<file path="src/rtl/mmio_stream_out.sv">
// Memory-mapped TX FIFO: processor stores words at BASE_ADDR and they drain on a valid/ready stream.
// Define MMIO_HALT_EN to add a sticky kill register at word address 16'hFFFF.
module mmio_stream_out #(
    parameter logic [15:0] BASE_ADDR = 16'hFF00,
    parameter int          DEPTH     = 8
) (
    input  logic        Clock,
    input  logic        Reset,
    input  logic [15:0] DataAddr,
    input  logic [15:0] DataOut,
    input  logic        WriteData,
    input  logic        ReadData,
    output logic [15:0] DataIn,
    output logic        Waitreq,
    output logic [15:0] TxData,
    output logic        TxValid,
    input  logic        TxReady,
    output logic        Halt
);
    localparam int PtrW = $clog2(DEPTH);
    localparam int CntW = PtrW + 1;

    typedef enum logic {IDLE, RD_DONE} readState_t;

    readState_t      state, nextState;
    logic [15:0]     offset;
    logic            sel, selTx, selStatus, selCtrl;
    logic [15:0]     fifoMem [DEPTH];
    logic [PtrW-1:0] rdPtr, wrPtr;
    logic [CntW-1:0] count;
    logic            full, empty, halted;
    logic            push, pop, flush, loadRead;
    logic [15:0]     regValue, readReg;
    logic [7:0]      count8;

    assign offset    = DataAddr - BASE_ADDR;
    assign sel       = offset < 16'd3;
    assign selTx     = sel && (offset == 16'd0);
    assign selStatus = sel && (offset == 16'd1);
    assign selCtrl   = sel && (offset == 16'd2);

    assign full    = (count == CntW'(DEPTH));
    assign empty   = (count == '0);
    assign TxValid = !empty;
    assign TxData  = fifoMem[rdPtr];

    // A push only happens when the slot is free; a full FIFO holds the writer on Waitreq instead.
    assign pop   = TxValid && TxReady;
    assign push  = WriteData && selTx && !full && !halted;
    assign flush = WriteData && selCtrl && DataOut[0];

`ifdef MMIO_HALT_EN
    logic haltReg;

    always_ff @(posedge Clock) begin
        if (!Reset)
            haltReg <= 1'b0;
        else if (WriteData && (DataAddr == 16'hFFFF))
            haltReg <= 1'b1;
    end

    assign halted = haltReg;
`else
    assign halted = 1'b0;
`endif

    assign Halt = halted;

    always_comb begin
        regValue = '0;
        count8   = 8'(count);
        if (selStatus)
            regValue = {count8, 6'b0, full, empty};
    end

    always_ff @(posedge Clock) begin
        if (!Reset) begin
            count <= '0;
            rdPtr <= '0;
            wrPtr <= '0;
        end else if (flush) begin
            count <= '0;
            rdPtr <= '0;
            wrPtr <= '0;
        end else begin
            if (push)
                wrPtr <= wrPtr + PtrW'(1);
            if (pop)
                rdPtr <= rdPtr + PtrW'(1);
            case ({push, pop})
                2'b10:   count <= count + CntW'(1);
                2'b01:   count <= count - CntW'(1);
                default: count <= count;
            endcase
        end
    end

    always_ff @(posedge Clock) begin
        if (Reset && push)
            fifoMem[wrPtr] <= DataOut;
    end

    // Writes win over reads; a read costs one wait state while the register value is captured.
    always_comb begin
        nextState = state;
        Waitreq   = 1'b0;
        loadRead  = 1'b0;
        if (Reset) begin
            if (WriteData)
                Waitreq = selTx && full && !halted;
            case (state)
                IDLE: begin
                    if (ReadData && !WriteData && sel) begin
                        Waitreq   = 1'b1;
                        loadRead  = 1'b1;
                        nextState = RD_DONE;
                    end
                end
                RD_DONE: nextState = IDLE;
                default: nextState = IDLE;
            endcase
        end
    end

    always_ff @(posedge Clock) begin
        if (!Reset) begin
            state   <= IDLE;
            readReg <= '0;
        end else begin
            state <= nextState;
            if (loadRead)
                readReg <= regValue;
        end
    end

    assign DataIn = (Reset && (state == RD_DONE)) ? readReg : 16'h0000;

endmodule

</file>
<file path="config.mk">
export PLATFORM = sky130hd
export DESIGN_NAME = mmio_stream_out
export DESIGN_NICKNAME = d
export VERILOG_FILES = /design/src/rtl/mmio_stream_out.sv
export SDC_FILE = /design/constraint.sdc
export NUM_CORES = 1
export LEC_CHECK = 0
export BUFFER_PORTS_ARGS = -buffer_cell sky130_fd_sc_hd__buf_2
export CAP_MARGIN = 0
export CORE_MARGIN = 4
export CORE_UTILIZATION = 29
export CTS_CLUSTER_DIAMETER = 50
export DETAILED_ROUTE_END_ITERATION = 7
export PLACE_DENSITY = 0.53
export SLEW_MARGIN = 40
export SYNTH_ARGS = -nofsm -noshare
export SYNTH_HDL_FRONTEND = slang
export SYNTH_SLANG_ARGS = --single-unit
export TNS_END_PERCENT = 1
</file>
<file path="constraint.sdc">
create_clock -name Clock -period 3.7 [get_ports Clock]
set_clock_uncertainty 0.2 [all_clocks]
set_input_delay 0.37 -clock Clock [delete_from_list [all_inputs] [get_ports Clock]]
set_output_delay 0.37 -clock Clock [all_outputs]
set_load 0.01 [all_outputs]
</file>
==> qor.csv <==
metric,value,unit
ant_nets,0,
seqPwrFrac,52.9,%
synth_warnings,0,
outcome,"complete, no violations",
fin_nets,450,
power.total,3.42,mW
synthesis.instances,334,
crit_type,flip-flop to primary output,
timing.fmax,346,MHz
drv_slew,0,
mostFrequentLayoutCells,"edfxtp_1 (128), buf_2 (60), mux4_2 (32), dfxtp_1 (18), clkbuf_16 (17)",
ys_types,40,
pwr-share-clk,45.6,%
pwr-share-comb,1.5,%
synthTopCellsByArea,"edfxtp_1 (64%), mux4_2 (12%), dfxtp_1 (6.7%)",
clkTransAtPathRegs,0.06,ns
startpoint_type,flip-flop,
h-tree-depth,4,
leakage,2.39,nW
num_vias,3249,
cts_resized,0,
worstSetupEndpointType,primary output,
track_usage,11.2,%
power_density,478,nW/um^2
finalCritPeriodShare,78.2,%
die_w,152,um
core,20300,sq um
power.internal,2.74,mW
dp_hpwl,7190,um
syn_avg_cell_area,18.0,sq um
grt_pass1_vias,3356,
dpl_cell_area,6630,sq um
n_antenna_cell,0,
postCtsSetupBuffers,0,
cts_sinks,148,
ctsRootBufferMaster,clkbuf_16,
cts_hold_buf,0,
required,3.13,ns
syn_to_final_growth,19.5,%
synth_top_area_share,64.1,%
io_pins,72,
vdd_drop_max,0.000369,V
timing.slew.headroom,41.3,%
first_iter_violations,162,
worst_slack,0.808,ns
fin_crit,2.89,ns
routed_via_density,4.72,
avgRoutedWirePerCell,17.7,um
cts_buffers,17,
die_h,152,um
ys_seq_area_share,70.8,%
rsz0062_at_grt,no,
clkLatencyLatePin,0.41,ns
drtPass1Iterations,4,
hold_class,input pin to flip-flop,
hold_violations,0,
fp-row-count,52,
drive_gt1_share,37.5,%
clockBufferDepth,2,
drcViolationCount,0,
cts_tree,done,
antenna_found_initial,1,
final_common_cell,edfxtp_1,
io_buffers,60,
cp.arrival,2.32,ns
p_sw_share,19.9,%
fin_setup_tns,0,ns
gp_congestion,0.753,
tightest_slew,0.873,ns
cap_violations,0,
critPathMaxFanout,32,
fillers,1981,
place_ws,0.598,ns
p_switching,0.682,mW
synth_top_area_cell,edfxtp_1,
grt_start_max_net_pins,33,
fin_area,7160,sq um
grt_overflow_total,0,
start_util,29.5,%
die_area,23000,sq um
setup_viol,0,
routed_wl,12200,um
yosys_register_bits,148,
grt_pass1_wl,19000,um
fin_util,35.3,%
syn_area,6000,sq um
power groups by stage:
stage	sequential, mW	clock, mW	combinational (mW)
final	1.81	1.56	0.0529
after global routing	1.81	1.69	0.0602
after CTS	1.81	1.60	0.0534
after detailed placement	1.84	0	0.0534
after global placement	1.84	0	0.0504
after floorplan	1.85	0	0.0232
synthesized netlist by cell type (all sizes together):
cell and n:
mux2 16, nor2b 2, nor4 2, o22ai 1, nor3 6, mux2i 1, nand2b 4, nand4 9
conb 1, inv 3, and3 6, buf 16, a21o 1, nor4b 1, nand3 4, dfxtp 20
ha 5, edfxtp 128, or4 3, and3b 1, nand4b 2, nand4bb 1, clkbuf 11, a31o 1
o21ai 10, a211o 3, or3 4, nor2 13, xor2 5, mux4 32, a41o 1, a21boi 5
a211oi 1, or2 1, a21oi 7, nand2 7
worst max-delay path, stage by stage (launching register included):
cell	delay (ns)
dfxtp_2	0.31
buf_4	0.54
mux4_2	0.59
mux2_2	0.30
buf_2	0.14
registers in the layout, summed over array words and instances, names as in the netlist, named ones only:
| name | count |
|---|---|
| rdPtr | 3 |
| state | 1 |
| count | 4 |
| wrPtr | 3 |
| readReg | 6 |
| fifoMem | 128 |
routing by layer:
layer	vias to the layer above	share of wire, %	wire length [um]	track usage [%]
met5	-	0.066	8	0
met4	2	0.77	94	2.83
met3	10	5.7	693	4.02
met2	88	48	5900	17.4
met1	1677	45	5480	15.1
li1	1472	-	-	-
logic make-up (layout without fill, tap and decap cells):
group	after synthesis	in the layout	synth area share, %
AO/OA/AOI/OAI	30	30	3.15
other	1	11	0.0625
adder cells (fa/ha/maj)	5	5	1.04
flip-flops	148	148	70.8
XOR/XNOR	5	5	0.730
AND/OR/NAND/NOR	66	66	6.39
buffers and inverters	30	105	2.65
multiplexers	49	49	15.2
path summary, 6_finish.rpt:
check,startpoint,to,slack [ns],cells after the start
worst max-delay path,flip-flop,TxData[5],0.81,4
worst min-delay path,DataOut[14],fifoMem[7][14]$_DFFE_PP_,0.02,1
worst max register to register,count[0]$_SDFFE_PP0P_,count[2]$_SDFFE_PP0P_,0.83,10
worst min register to register,readReg[1]$_SDFFE_PN0P_,readReg[1]$_SDFFE_PN0P_,0.29,2
area by class of cell:
class	instances	area, sq um	share of cell area, %
Multi-Input combinational cell	166	1640	22.9
Sequential cell	148	4250	59.3
Clock inverter	13	111	1.55
Timing Repair Buffer	72	390	5.45
Inverter	3	11.3	0.157
Clock buffer	17	425	5.94
Tap cell	270	338	4.72
stage by stage:
| stage | hold WS [ns] | instances |
|---|---|---|
| 2_1_floorplan | 0.242 | 344 |
| 3_3_place_gp | 0.266 | 659 |
| 3_5_place_dp | 0.273 | 659 |
| 4_1_cts | 0.00599 | 689 |
| 5_1_grt | 0.0118 | 689 |
| 6_report | 0.0205 | 689 |
Power figures use the tool's default switching activity.
